`src/rtl/bcd_time_counter.sv`:
```
// Two-digit BCD time counter stage with carry-in, button setting and parallel load.
// Value is kept as BCD digits; carry_out pulses when run-mode counting wraps.
module bcd_time_counter #(
    parameter int MOD  = 60,
    parameter int INIT = 0
) (
    input  logic       clk,
    input  logic       CLR_n,
    input  logic       cnt_en,
    input  logic       set_mode,
    input  logic       set_up,
    input  logic       set_dn,
    input  logic       load_en,
    input  logic [3:0] load_tens,
    input  logic [3:0] load_ones,
    output logic [3:0] tens,
    output logic [3:0] ones,
    output logic       carry_out,
    output logic       at_max,
    output logic       load_err
);

    localparam logic [3:0] MAX_T    = 4'((MOD - 1) / 10);
    localparam logic [3:0] MAX_O    = 4'((MOD - 1) % 10);
    localparam logic [3:0] INIT_T   = 4'(INIT / 10);
    localparam logic [3:0] INIT_O   = 4'(INIT % 10);
    localparam logic       INIT_MAX = (INIT == MOD - 1);
    localparam logic [7:0] MOD_B    = 8'(MOD);

    logic [3:0] tens_q, tens_d;
    logic [3:0] ones_q, ones_d;
    logic       carry_q, carry_d;
    logic       at_max_q, at_max_d;
    logic       load_err_q, load_err_d;
    logic       up_prev_q, up_prev_d;
    logic       dn_prev_q, dn_prev_d;

    logic       cur_max;
    logic       cur_zero;
    logic       up_rise;
    logic       dn_rise;
    logic       load_ok;
    logic [7:0] load_bin;
    logic [3:0] inc_t, inc_o;
    logic [3:0] dec_t, dec_o;

    assign cur_max  = (tens_q == MAX_T) && (ones_q == MAX_O);
    assign cur_zero = (tens_q == 4'd0) && (ones_q == 4'd0);
    assign up_rise  = set_up & ~up_prev_q;
    assign dn_rise  = set_dn & ~dn_prev_q;

    // 8 bits: invalid digits up to 15 can give values beyond 127
    assign load_bin = {4'd0, load_tens} * 8'd10 + {4'd0, load_ones};
    assign load_ok  = (load_tens <= 4'd9) && (load_ones <= 4'd9)
                   && (load_bin < MOD_B);

    always_comb begin
        inc_t = tens_q;
        inc_o = ones_q + 4'd1;
        if (cur_max) begin
            inc_t = 4'd0;
            inc_o = 4'd0;
        end else if (ones_q == 4'd9) begin
            inc_t = tens_q + 4'd1;
            inc_o = 4'd0;
        end
    end

    always_comb begin
        dec_t = tens_q;
        dec_o = ones_q - 4'd1;
        if (cur_zero) begin
            dec_t = MAX_T;
            dec_o = MAX_O;
        end else if (ones_q == 4'd0) begin
            dec_t = tens_q - 4'd1;
            dec_o = 4'd9;
        end
    end

    always_comb begin
        tens_d     = tens_q;
        ones_d     = ones_q;
        carry_d    = 1'b0;
        load_err_d = 1'b0;
        up_prev_d  = set_up;
        dn_prev_d  = set_dn;
        if (load_en) begin
            if (load_ok) begin
                tens_d = load_tens;
                ones_d = load_ones;
            end else begin
                load_err_d = 1'b1;
            end
        end else if (set_mode) begin
            if (up_rise && !dn_rise) begin
                tens_d = inc_t;
                ones_d = inc_o;
            end else if (dn_rise && !up_rise) begin
                tens_d = dec_t;
                ones_d = dec_o;
            end
        end else if (cnt_en) begin
            tens_d  = inc_t;
            ones_d  = inc_o;
            carry_d = cur_max;
        end
        at_max_d = (tens_d == MAX_T) && (ones_d == MAX_O);
    end

    always_ff @(posedge clk or posedge CLR_n) begin
        if (CLR_n) begin
            tens_q     <= INIT_T;
            ones_q     <= INIT_O;
            carry_q    <= 1'b0;
            at_max_q   <= INIT_MAX;
            load_err_q <= 1'b0;
            up_prev_q  <= 1'b0;
            dn_prev_q  <= 1'b0;
        end else begin
            tens_q     <= tens_d;
            ones_q     <= ones_d;
            carry_q    <= carry_d;
            at_max_q   <= at_max_d;
            load_err_q <= load_err_d;
            up_prev_q  <= up_prev_d;
            dn_prev_q  <= dn_prev_d;
        end
    end

    assign tens      = tens_q;
    assign ones      = ones_q;
    assign carry_out = carry_q;
    assign at_max    = at_max_q;
    assign load_err  = load_err_q;

endmodule

```
`config.mk`:
```
export PLATFORM = sky130hd
export DESIGN_NAME = bcd_time_counter
export DESIGN_NICKNAME = d
export VERILOG_FILES = /design/src/rtl/bcd_time_counter.sv
export SDC_FILE = /design/constraint.sdc
export NUM_CORES = 1
export LEC_CHECK = 0
export CAP_MARGIN = 0
export CORE_ASPECT_RATIO = 0.75
export CORE_MARGIN = 4
export CORE_UTILIZATION = 49
export DETAILED_ROUTE_END_ITERATION = 16
export GPL_TIMING_DRIVEN = 0
export PLACE_DENSITY = 0.74
export SLEW_MARGIN = 10
export SYNTH_ARGS = -nofsm -noshare
export SYNTH_HDL_FRONTEND = slang
export SYNTH_SLANG_ARGS = --single-unit
```
`constraint.sdc`:
```
create_clock -name clk -period 2.3 [get_ports clk]
set_clock_uncertainty 0.1 [all_clocks]
set_input_delay 0.345 -clock clk [delete_from_list [all_inputs] [get_ports clk]]
set_output_delay 0.345 -clock clk [all_outputs]
set_load 0.02 [all_outputs]
```
---- Word-level counts from Yosys, hierarchy flattened ----
Index checks and enable logic that the tools add are counted.
cells by class
  multiplexer cells ....................... 25
  equality and inequality tests ........... 4
  reduce and logical (&&, ||, !) cells .... 11
  multiply operators ...................... 1
  bitwise operators ....................... 4
  $add $sub $neg .......................... 5
  magnitude comparators ................... 3
operators with widths
  operator             count
  $mux 4               20
  $add 4x1->4 const B  2
  $add 8x4->8          1
  $eq 4x3->1 const B   2
  $eq 4x4->1 const B   2
  $le 4x4->1 const B   2
  $logic_not 4->1      2
  $lt 8x6->1 const B   1
  $sub 4x1->4 const B  2
  $logic_and 1x1->1    7
  $mul 4x3->7 const B  1
  $mux 1               5
  $and 1x1->1          2
  $logic_not 1->1      2
  $not 1->1            2
storage, ports and cells
  logic and storage cells ................. 60
  flip-flop bits (word level) ............. 13
  input bits .............................. 15

---- Longest topological paths before layout ----
Gate-level depths: netlist of the first run.
  word-level depth ........................ 10
  depth in mapped cells ................... 10

---- Least setup slack after synthesis of the first run ----
OpenSTA, ideal clock, no wires.
  kind .................................... input-to-reg
  from .................................... input port load_tens[1]
  to ...................................... register at_max_q (netlist: at_max)
  arrival ................................. 2.794 ns
  library setup time ...................... 0.111 ns
  path slack .............................. -0.706 ns
  stages on the path ...................... 10
  cell sequence ........................... ha_1 ha_1 fa_1 or3b_1 a211o_1 nand3_1 a211oi_1 a211oi_1 o21ai_0 a2111oi_2
between the ends
  cells in the longest elaborated chain, start to end .. 8
  elaborated cells between the ends (all ways) .. 13
ends and longest elaborated chain
  item                                      line  RTL
  from (decl)                               14    input logic [3:0] load_tens,
  $mul 4x3->7                               53    assign load_bin = {4'd0, load_tens} * 8'd10 + {4'd0, load_ones};
  $add 8x4->8                               53
  $lt 8x6->1                                55    && (load_bin < MOD_B);
  $logic_and 1x1->1                         55
  $mux 4                                    89    if (load_ok) begin
  $mux 4                                    88    if (load_en) begin
  $eq 4x3->1 or $eq 4x4->1 (tied branches)  108   at_max_d = (tens_d == MAX_T) && (ones_d == MAX_O);
  $logic_and 1x1->1 (*)                     108
  via at_max_d                              33    logic at_max_q, at_max_d;
  to (signal assigned)                      124   at_max_q <= at_max_d;
  to (decl)                                 33
The timed path passes the listed nets; every way through them passes the cells marked *.

---- Final worst setup path of the first run ----
  from .................................... input port load_tens[3]
  to ...................................... register at_max_q (netlist: at_max)
between the ends
  cells in the longest elaborated chain, start to end .. 8
  elaborated cells between the ends (all ways) .. 13
ends and longest elaborated chain
  item                   line  RTL
  $mul 4x3->7            53
  $add 8x4->8            53
  $lt 8x6->1             55
  $logic_and 1x1->1 (*)  55
  $mux 4 (*)             89
  $mux 4 (*)             88
  via tens_d[2]          30    logic [3:0] tens_q, tens_d;
  $eq 4x3->1 (*)         108
  $logic_and 1x1->1 (*)  108
  via at_max_d           33
Marked as above.

==> impl_metrics.json, run 1 <==
{
  "antenna_found_initial": 0,
  "grt_setup_unrepaired": "yes",
  "final.hold.worst_slack_ns": 0.3607,
  "placedCellCount": 268,
  "worst_skew_pair.late_latency_ns": 0.25,
  "failed_checks": "setup timing",
  "setup_viol": 10,
  "worst_ir_drop_vdd_mv": 0.4745,
  "synth-main-ff-cell": "sky130_fd_sc_hd__dfrtp_1",
  "post_route_cells_drive_above_1_share_pct": 19.34,
  "postSynthNetCount": 235,
  "syn-cell-area_um2": 1649,
  "n_antenna_cell": 0,
  "route.final.wire_length_mm": 5.844,
  "clk_path_buf_depth": 2,
  "hold_viol_final": 0,
  "critPathKind": "input pin to flop",
  "drt_first_pass_iters": 5,
  "clock_tree.root_cell": "sky130_fd_sc_hd__clkbuf_8",
  "sequentialPowerShare_pct": 24.8,
  "count_of_flip_flops_with_a_built_in_enable_after_synthesis": 0,
  "endpoint_kind": "flop",
  "p_leak_nw": 0.8386,
  "first_iter_violations": 269,
  "gp_congestion": 0.9132,
  "post_synth_num_cell_types": 59,
  "timing.final.max_slew_violations": 0,
  "pwr-share-comb_pct": 60.1,
  "async_flop_share_pct": 100.0,
  "tritoncts.num_buffers": 3,
  "via_per_inst": 7.039,
  "clkPwrFrac_pct": 15.1,
  "layout.filler_cells": 221,
  "layout_commonest_cell": "sky130_fd_sc_hd__clkdlybuf4s50_1",
  "cts.sinks": 13,
  "avgSynthCellArea_um2": 8.005,
  "crit_arrival_ns": 3.13,
  "dr_total_vias": 1978,
  "max_clock_freq_mhz": 320.9,
  "clk_pin_slew_worst_setup_hold_paths_ns": 0.06,
  "floorplan.initialDensity_pct": 53.47,
  "stdcell_count": 281,
  "ys_seq_area_share_pct": 19.73,
  "place_hpwl_mm": 4.032,
  "cts-htree-levels": 1,
  "worst_slew_margin_rel_pct": 59.96,
  "grt_pass1_wl_mm": 9.287,
  "total_power_density_per_cell_area_nw_per_um2": 656.6,
  "finalCritPeriodShare_pct": 135.5,
  "finish.net_count": 273,
  "syn2layout_area_growth_pct": 33.99,
  "net_switching_power_of_the_design_mw": 0.6737,
  "number_of_buffers_inserted_for_hold_repair_after_clock_tree_synthesis": 0,
  "grt_start_max_net_pins": 14,
  "worst_slew_pin_slew_ns": 0.5855,
  "power_switching_share_pct": 46.44,
  "die_width_um": 74.99,
  "fin_tns_setup_ns": -4.069,
  "timing.critical_path.from_type": "input pin",
  "postRouteAntennaNets": 0,
  "core_area_um2": 3084,
  "cp_max_fanout": 3,
  "layout_common_cells": "sky130_fd_sc_hd__clkdlybuf4s50_1, sky130_fd_sc_hd__nand2_1, sky130_fd_sc_hd__nor2_1",
  "post-route-min-period_ns": 3.117,
  "number_of_flip_flops_and_latches_in_the_synthesized_netlist": 13,
  "remaining_drc_errors": 0,
  "timing.hold.worst.class": "input pin to asynchronous set/reset pin",
  "power.total_mw": 1.451,
  "fp.dieArea_um2": 4367,
  "placement.io_buffers": 24,
  "grt_remaining_overflow": 0,
  "critPathRequiredTime_ns": 2.31,
  "placement_rows": 17,
  "outcome": "complete, but fails checks",
  "cap_viol_max_count": 0,
  "first_global_vias": 1857,
  "die_h_um": 58.24,
  "routed_wire_length_per_instance_um": 20.80,
  "total_routing_resource_utilization_after_global_routing_pct": 27.64,
  "internal_power_mw": 0.7770,
  "synth.yosys.warnings": 0,
  "setup_slack_ns": -0.8167,
  "tritoncts": "done",
  "synth_cells": 206,
  "pin_count": 26
}
## per-layer routing
metal  track usage [%]  routed length, µm
met4             6.091                129
met3             6.586                732
met5                 0                  0
met1             40.63               2461
met2             40.69               2521
## metrics by stage
stage	area [µm²]	util, %	setup WS [ns]
finish	2210	71.64	-0.8167
global route	2210	71.64	-0.8473
CTS	2146	69.57	-0.6950
detailed placement	1988	64.46	-1.624
global placement	1988	64.46	-1.552
floorplan	1700	-	-0.5263
## cell families after synthesis
logic type | count (synthesis) | share of synthesized area (%)
flip-flops | 13 | 19.73
AO/OA/AOI/OAI | 72 | 31.64
multiplexers | 6 | 3.718
adder cells (fa/ha/maj) | 14 | 11.53
XOR/XNOR | 3 | 1.594
buffers and inverters | 23 | 5.918
AND/OR/NAND/NOR | 75 | 25.87
## power groups by stage
| stage | Clock (mW) | Combinational [mW] | Sequential [mW] |
|---|---|---|---|
| 6_report | 0.218 | 0.872 | 0.360 |
| 5_1_grt | 0.227 | 0.943 | 0.368 |
| 4_1_cts | 0.218 | 0.814 | 0.350 |
| 3_5_place_dp | 0 | 0.766 | 0.353 |
| 3_3_place_gp | 0 | 0.748 | 0.348 |
| 2_1_floorplan | 0 | 0.475 | 0.383 |
## final cells by class
type / count / area, µm² / share of cell area (%)
plain buffers: 11 / 60.06 / 2.718
flip-flops and latches: 13 / 327.8 / 14.84
well taps: 38 / 47.55 / 2.152
repair buffers: 33 / 316.6 / 14.33
multi-input cells: 170 / 1368 / 61.89
clock buffers: 4 / 45.04 / 2.039
inverters: 12 / 45.04 / 2.039
## Yosys cell counts (2+ instances only)
| cell | instances | area share [%] |
|---|---|---|
| sky130_fd_sc_hd__a2111oi_0 | 4 | 2.1 |
| sky130_fd_sc_hd__and2_1 | 2 | 0.76 |
| sky130_fd_sc_hd__dfrtp_1 | 13 | 20 |
| sky130_fd_sc_hd__nand2b_1 | 2 | 0.76 |
| sky130_fd_sc_hd__nand4_1 | 3 | 1.1 |
| sky130_fd_sc_hd__nand3b_1 | 5 | 2.3 |
| sky130_fd_sc_hd__nor2_1 | 12 | 2.7 |
| sky130_fd_sc_hd__a31o_1 | 3 | 1.6 |
| sky130_fd_sc_hd__a41oi_1 | 2 | 1.1 |
| sky130_fd_sc_hd__mux2i_1 | 5 | 3.0 |
| sky130_fd_sc_hd__ha_1 | 12 | 9.1 |
| sky130_fd_sc_hd__xor2_1 | 2 | 1.1 |
| sky130_fd_sc_hd__inv_1 | 11 | 2.5 |
| sky130_fd_sc_hd__nand3_1 | 7 | 2.1 |
| sky130_fd_sc_hd__a311oi_1 | 2 | 1.1 |
| sky130_fd_sc_hd__nor4_1 | 3 | 1.1 |
| sky130_fd_sc_hd__nor3b_1 | 2 | 0.91 |
| sky130_fd_sc_hd__o21ai_0 | 16 | 4.9 |
| sky130_fd_sc_hd__or4_1 | 2 | 0.91 |
| sky130_fd_sc_hd__nor3_1 | 6 | 1.8 |
| sky130_fd_sc_hd__fa_1 | 2 | 2.4 |
| sky130_fd_sc_hd__a21boi_0 | 2 | 0.91 |
| sky130_fd_sc_hd__a21oi_1 | 9 | 2.7 |
| sky130_fd_sc_hd__a211oi_1 | 7 | 3.2 |
| sky130_fd_sc_hd__nor2b_1 | 4 | 1.5 |
| sky130_fd_sc_hd__o211ai_1 | 4 | 1.8 |
| sky130_fd_sc_hd__buf_2 | 3 | 0.91 |
| sky130_fd_sc_hd__nand2_1 | 16 | 3.6 |
| sky130_fd_sc_hd__a2111oi_2 | 2 | 1.8 |
| sky130_fd_sc_hd__nand4b_1 | 2 | 1.1 |
| sky130_fd_sc_hd__a211o_1 | 3 | 1.6 |
| sky130_fd_sc_hd__a21o_1 | 2 | 0.91 |
| sky130_fd_sc_hd__clkbuf_1 | 7 | 1.6 |
| sky130_fd_sc_hd__a31oi_1 | 4 | 1.5 |
## worst max-delay path, stage by stage
cell and delay [ns]:
sky130_fd_sc_hd__buf_12 0.10, sky130_fd_sc_hd__ha_4 0.24, sky130_fd_sc_hd__ha_4 0.16, sky130_fd_sc_hd__fa_2 0.58
sky130_fd_sc_hd__or3b_1 0.36, sky130_fd_sc_hd__a211o_1 0.35, sky130_fd_sc_hd__nand3_4 0.12, sky130_fd_sc_hd__a2111oi_1 0.07
sky130_fd_sc_hd__a211oi_2 0.25, sky130_fd_sc_hd__o21ai_1 0.15, sky130_fd_sc_hd__a2111oi_2 0.39
## registers in the layout, indices dropped and copies added, names as in the netlist
register,count
ones,4
tens,4
at_max,1
carry_out,1
dn_prev_q,1
load_err,1
up_prev_q,1
## final timing paths
| kind | startpoint | end | slack [ns] | cells after the start |
|---|---|---|---|---|
| max | load_tens[3] | at_max | -0.82 | 11 |
| min | CLR_n | load_err | 0.36 | 2 |
| max reg2reg | ones[0] | at_max | -0.71 | 9 |
| min reg2reg | ones[1] | ones[1] | 0.59 | 2 |
| max in group asynchronous | CLR_n | ones[1] | 1.31 | 2 |
| min in group clk | load_tens[3] | tens[3] | 0.45 | 4 |
## repair_timing
item | CTS | global route
setup buffers | 7 | 2
pin swaps | 10 | 3
setup endpoints to repair | 10 | 10
resized for setup | 41 | 17
(Power assumes the default switching activity.)
==> inputs of run 2 (changes only) <==
- SKIP_LAST_GASP: default -> 1
==> impl_metrics.json, run 2 (synthesized netlist as in run 1, its figures left out) <==
{
  "clk_path_buf_depth": 2,
  "postRouteAntennaNets": 0,
  "p_leak_nw": 0.8386,
  "placement.io_buffers": 24,
  "grt_remaining_overflow": 0,
  "pin_count": 26,
  "grt_start_max_net_pins": 14,
  "cts.sinks": 13,
  "critPathRequiredTime_ns": 2.32,
  "net_switching_power_of_the_design_mw": 0.6773,
  "endpoint_kind": "flop",
  "clk_pin_slew_worst_setup_hold_paths_ns": 0.06,
  "hold_viol_final": 0,
  "ff2ff_path_depth": 9,
  "timing.reg2reg.setup_slack_ns": -0.68,
  "die_width_um": 74.99,
  "routed_wire_length_per_instance_um": 20.99,
  "first_iter_violations": 271,
  "critPathKind": "input pin to flop",
  "placement_rows": 17,
  "pwr-share-comb_pct": 60.1,
  "failed_checks": "setup timing",
  "timing.final.max_slew_violations": 0,
  "internal_power_mw": 0.7748,
  "timing.hold.worst.class": "input pin to asynchronous set/reset pin",
  "cp_max_fanout": 3,
  "gp_congestion": 0.9132,
  "cap_viol_max_count": 0,
  "route.final.wire_length_mm": 5.898,
  "die_h_um": 58.24,
  "worst_slew_pin_slew_ns": 0.5824,
  "worst_slew_margin_rel_pct": 60.17,
  "clock_tree.root_cell": "sky130_fd_sc_hd__clkbuf_8",
  "total_power_density_per_cell_area_nw_per_um2": 659.8,
  "post_route_cells_drive_above_1_share_pct": 18.52,
  "drt_first_pass_iters": 5,
  "via_per_inst": 7.036,
  "dr_total_vias": 1977,
  "antenna_found_initial": 0,
  "worst_skew_pair.late_latency_ns": 0.25,
  "critical_path.reg2reg.startpoint": "ones[0]",
  "grt_pass1_wl_mm": 9.232,
  "cts-htree-levels": 1,
  "power_switching_share_pct": 46.65,
  "post-route-min-period_ns": 3.131,
  "finalCritPeriodShare_pct": 136.1,
  "layout_commonest_cell": "sky130_fd_sc_hd__clkdlybuf4s50_1",
  "n_antenna_cell": 0,
  "final.hold.worst_slack_ns": 0.3625,
  "worst_ir_drop_vdd_mv": 0.4781,
  "grt_setup_unrepaired": "yes",
  "sequentialPowerShare_pct": 24.8,
  "syn2layout_area_growth_pct": 33.46,
  "outcome": "complete, but fails checks",
  "timing.critical_path.from_type": "input pin",
  "core_area_um2": 3084,
  "fin_tns_setup_ns": -4.365,
  "tritoncts.num_buffers": 3,
  "tritoncts": "done",
  "finish.net_count": 273,
  "place_hpwl_mm": 4.032,
  "number_of_buffers_inserted_for_hold_repair_after_clock_tree_synthesis": 0,
  "max_clock_freq_mhz": 319.4,
  "fp.dieArea_um2": 4367,
  "r2r-end": "at_max",
  "floorplan.initialDensity_pct": 53.47,
  "layout.filler_cells": 227,
  "remaining_drc_errors": 0,
  "total_routing_resource_utilization_after_global_routing_pct": 27.56,
  "setup_slack_ns": -0.8313,
  "first_global_vias": 1834,
  "crit_arrival_ns": 3.15,
  "setup_viol": 10,
  "clkPwrFrac_pct": 15.1,
  "layout_common_cells": "sky130_fd_sc_hd__clkdlybuf4s50_1, sky130_fd_sc_hd__nand2_1, sky130_fd_sc_hd__o21ai_0, sky130_fd_sc_hd__nor2_1"
}
[run 2: metal layers]
metal	global-route usage (%)	wire, µm
met3	6.239	688
met4	6.599	87
met5	0	0
met1	41.47	2533
met2	39.45	2589
[run 2: stage by stage]
step                      power (mW)  cell area (µm²)  util, %  cells  worst slack [ns]
final                          1.452             2201    71.36    281           -0.8313
after global routing           1.535             2201    71.36    281           -0.8615
after CTS                      1.379             2141    69.41    279           -0.6951
after detailed placement       1.119             1988    64.46    268            -1.624
after global placement         1.095             1988    64.46    268            -1.552
after floorplan               0.8587             1700        -    206           -0.5263
[run 2: critical path: stages]
cell and delay [ns]:
sky130_fd_sc_hd__buf_12 0.10, sky130_fd_sc_hd__ha_4 0.24, sky130_fd_sc_hd__ha_4 0.16, sky130_fd_sc_hd__fa_2 0.58, sky130_fd_sc_hd__or3b_1 0.39, sky130_fd_sc_hd__a211o_1 0.35, sky130_fd_sc_hd__nand3_4 0.12, sky130_fd_sc_hd__a2111oi_1 0.07
sky130_fd_sc_hd__a211oi_2 0.26, sky130_fd_sc_hd__o21ai_1 0.14, sky130_fd_sc_hd__a2111oi_2 0.38
[run 2: worst max-delay path by stage]
stage                      start  slack [ns]  endpoint
floorplan           load_tens[1]       -0.53    at_max
global placement    load_tens[3]       -1.55    at_max
detailed placement  load_tens[3]       -1.62    at_max
CTS                 load_tens[3]       -0.70    at_max
global route        load_tens[3]       -0.86    at_max
finish              load_tens[3]       -0.83    at_max
[run 2: power groups by stage]
stage               clock network [mW]  logic, mW  registers [mW]
global placement                     0      0.748           0.348
detailed placement                   0      0.766           0.353
global route                     0.227      0.941           0.367
CTS                              0.218      0.812           0.350
finish                           0.220      0.872           0.360
floorplan                            0      0.475           0.383
[run 2: timing repair]
action                                  CTS  global route
pin swaps                                10             2
endpoints found under the setup margin   10            10
resized for setup                        39            16
buffers inserted                          7             2
[run 2: final cells by class]
type / count / area (µm²) / area share [%]
Buffer: 11 / 60.06 / 2.729
Clock buffer: 4 / 45.04 / 2.047
Timing Repair Buffer: 33 / 316.6 / 14.38
Inverter: 12 / 45.04 / 2.047
Sequential cell: 13 / 327.8 / 14.89
Multi-Input combinational cell: 170 / 1359 / 61.74
Tap cell: 38 / 47.55 / 2.160
==> edit 1 (settings of run 1) <==
`MOD`: 60 -> 45.
--- a/src/rtl/bcd_time_counter.sv
+++ b/src/rtl/bcd_time_counter.sv
@@ -1,7 +1,7 @@
 // Two-digit BCD time counter stage with carry-in, button setting and parallel load.
 // Value is kept as BCD digits; carry_out pulses when run-mode counting wraps.
 module bcd_time_counter #(
-    parameter int MOD  = 60,
+    parameter int MOD  = 45,
     parameter int INIT = 0
 ) (
     input  logic       clk,
Behaviour: not the same (a bounded check fails within 4 cycles, from zero or initial values).
==> edit 1 against run 1 <==
The run still ends with negative setup slack left; combinational power rose by 19%; global-route usage fell by 1.7 points; synthesized cell count down 5.3%; routed wire length is 1.6% lower; design area grew 4.3%; clock power is 3% lower; synthesized area shrank 4.9%; first-iteration DRC count down 37%; count of clock-buffer cells in the layout unchanged; die area shrank 4.3%; worst setup slack got worse by 140 ps; total power increased by 11%; sequential cell count is the same.
==> edit 1: results <==
[timing]
finalSetupViolCount = 10
whs_ps = 345
max_slew_margin = 0.587
post-route-worst-setup-slack_ps = -953

[yosys]
total_nets_after_synthesis = 224
synth_sequential_area_ratio = 0.207
post_synth_main_area_contributors = "sky130_fd_sc_hd__dfrtp_1 (21%), sky130_fd_sc_hd__ha_1 (9.6%), sky130_fd_sc_hd__nor2_1 (4.3%)"
synthDistinctLibCells = 58

[power]
irDropWorstVdd_mv = 0.565
pwr-share-seq = 0.223
intPower_uw = 877

[layout]
drive_gt1_frac = 0.311
multi_input_gate_count = 159
seq_area_frac = 0.142
multi_input_area_um2 = 1380
clkCellAreaFrac = 0.0195
layout.nets = 274
num_sequential = 13

[run_status]
violations = "negative setup slack"
status = "finished with violations"

[grt]
via_count_of_the_first_global_routing_pass = 1703
globalRouteMet2Util = 0.383

[worst_setup_path]
worst_r2r_path_depth = 10
worstPathArrival_ps = 3300
critical-path-top-delay-family = "simple AND/OR/NAND/NOR gates"

[cts]
cts_repair_resize_count = 54
cts_post_setup_buffers_inserted = 16

[placement]
buffer_ports.inserted = 23

[drt]
drtPass1Iterations = 7
detailroute.wirelength.met2_um = 2610
drt-total-wl_um = 5750
drtIter0Drc = 169
==> edit 1: cell count changes in the layout (fill, tap and decap cells not counted), moves of 4 or more <==
cell | before | now
sky130_fd_sc_hd__mux2i_1 | 5 | 1
sky130_fd_sc_hd__nand3b_1 | 5 | 0
sky130_fd_sc_hd__buf_4 | 7 | 19
sky130_fd_sc_hd__nor2_1 | 12 | 17
sky130_fd_sc_hd__o21ai_0 | 11 | 5
sky130_fd_sc_hd__o31ai_1 | 0 | 4
==> edit 1: metrics by stage <==
step / instances / setup TNS, ps / instance area, um2 / setup WS [ps]
4_1_cts: 274 / -3090 / 2140 / -926
6_report: 282 / -4450 / 2300 / -953
5_1_grt: 282 / -5090 / 2300 / -1020
3_5_place_dp: 256 / -12490 / 1890 / -1880
2_1_floorplan: 195 / -3920 / 1610 / -1010
3_3_place_gp: 256 / -11820 / 1890 / -1840
==> edit 2 (config.mk and constraints of run 1) <==
Made on the original files. Put one more register stage on the output `ones`, cleared by the reset. The value now appears one clock later. The other outputs are not delayed to match.
--- a/src/rtl/bcd_time_counter.sv
+++ b/src/rtl/bcd_time_counter.sv
@@ -129,7 +129,13 @@
     end
 
     assign tens      = tens_q;
-    assign ones      = ones_q;
+    always_ff @(posedge clk or posedge CLR_n) begin
+        if (CLR_n) begin
+            ones <= '0;
+        end else begin
+            ones <= ones_q;
+        end
+    end
     assign carry_out = carry_q;
     assign at_max    = at_max_q;
     assign load_err  = load_err_q;
Check against the original RTL: not equivalent (a bounded check fails within 4 cycles, from zero or initial values).
==> edit 2 against run 1 <==
The run still ends with negative setup slack left; routed wire length rose by 11%; total power up 14%; sequential share of layout area is 2.4 points higher; worst setup slack gained 77 ps; synthesized area rose by 6.1%; sequential cell count grew 4; design area rose by 13%; via count is 5.8% higher; count of clock-buffer cells in the layout is 1 lower; first-iteration DRC count up 3.7%; sequential power rose by 25%; register-to-register slack gained 100 ps; critical endpoint unchanged.
==> edit 2: results <==
[run_status]
status = "finished with violations"
violations = "negative setup slack"

[layout]
fillCellCount = 249
count_of_antenna_diodes_in_the_layout = 0
layout.nets = 289

[timing]
fin_tns_setup_ps = -4670
post-route-worst-setup-slack_ps = -740
finalSetupViolCount = 10
max_slew_margin = 0.484

[grt]
via_count_of_the_first_global_routing_pass = 1883
globalRouteTotalUtil = 0.258
grt_pass1_wl_um = 9200
grt_max_degree = 18

[worst_setup_path]
critical-path-max-stage-delay_ps = 610
worst_r2r_path_depth = 9
r2r-start = "ones_q[0]"
worstPathArrival_ps = 3090
critical_path_peak_fanout = 3
critical-path-slowest-cell = "sky130_fd_sc_hd__fa_1"

[yosys]
synth_async_sr_flop_share = 1.00
synth-main-ff-cell = "sky130_fd_sc_hd__dfrtp_1"
synth.cells.most_frequent = "sky130_fd_sc_hd__dfrtp_1 (17), sky130_fd_sc_hd__nand2_1 (16), sky130_fd_sc_hd__o21ai_0 (16), sky130_fd_sc_hd__ha_1 (12), sky130_fd_sc_hd__nor2_1 (12)"
post_synth_main_area_contributors = "sky130_fd_sc_hd__dfrtp_1 (24%), sky130_fd_sc_hd__ha_1 (8.6%), sky130_fd_sc_hd__o21ai_0 (4.6%)"
total_nets_after_synthesis = 239
synth_sequential_area_ratio = 0.243
syn_inst = 210

[drt]
detail_route.wl_per_cell_um = 21.7
route.vias.total = 2093
detailroute.wirelength.met2_um = 2920
wl_met3_um = 617
drtIter0Drc = 279
m1WireLength_um = 2750
route.detailed.vias_per_inst = 7.00
drtPass1Iterations = 6

[worst_hold_path]
holdCritPathClass = "register to register"

[placement]
globalplace.congestion = 0.916

[cts]
clk_transition_reported_paths_ps = 80

[power]
p_leak_nw = 0.953
irDropWorstVdd_mv = 0.433
==> edit 2: cell count changes after synthesis, sizes merged <==
cell / run 1 / this run
dfrtp: 13 / 17
==> edit 2: repair_timing <==
item | CTS | global route
buffers inserted | 11 | 10
pin swaps | 13 | 12
hold buffers | 0 | 0
endpoints found under the setup margin | 10 | 10
resized for setup | 49 | 22
==> edit 2: power by group <==
part | internal (mW) | switching (mW) | leakage (nW) | total, mW
Clock | 0.121 | 0.120 | 0.0255 | 0.240
Sequential | 0.364 | 0.0872 | 0.197 | 0.451
Combinational | 0.428 | 0.542 | 0.731 | 0.969
Total | 0.912 | 0.748 | 0.953 | 1.66
==> edit 2: metal layers <==
layer / global-route usage / up-vias
li1: - / 918
met4: 0.0558 / 0
met5: 0 / -
met3: 0.0708 / 32
met1: 0.351 / 988
met2: 0.416 / 155
==> edit 2: cells by family after synthesis <==
kind of cell             count (synthesis)  share of synthesized area
AO/OA/AOI/OAI                           72                      0.298
XOR/XNOR                                 3                     0.0150
adder cells (fa/ha/maj)                 14                      0.109
buffers and inverters                   23                     0.0558
flip-flops                              17                      0.243
multiplexers                             6                     0.0351
AND/OR/NAND/NOR                         75                      0.244
==> edit 2: worst max-delay path, delay by kind of cell <==
kind	cells	cell delay, ps
and+or+nand+nor	1	140
adders and majority gates	3	1010
buffers and inverters	1	100
AOI/OAI and AO/OA	6	1480
==> edit 2: path summary, 6_finish.rpt <==
kind,slack (ps),endpoint
worst min register to register,380,ones[1]
worst max-delay path,-740,at_max
min in group asynchronous,430,at_max
worst max register to register,-610,at_max
max in group asynchronous,1130,ones_q[0]
worst min-delay path,380,ones[1]
==> edit 2: stage by stage <==
stage	instance area (um2)	hold slack, ps	setup slack (ps)	power (mW)	util
2_1_floorplan	1800	171	-526	0.957	-
3_3_place_gp	2090	357	-1600	1.20	0.623
3_5_place_dp	2090	375	-1620	1.22	0.623
4_1_cts	2310	388	-675	1.52	0.689
5_1_grt	2490	391	-794	1.74	0.742
6_report	2490	379	-740	1.66	0.742
==> edit 2: final cells by class <==
type	instances	area share
Timing Repair Buffer	45	0.173
Inverter	12	0.0181
Multi-Input combinational cell	170	0.573
Buffer	11	0.0251
Tap cell	40	0.0201
Sequential cell	17	0.172
Clock buffer	3	0.0166
Clock inverter	1	0.00201
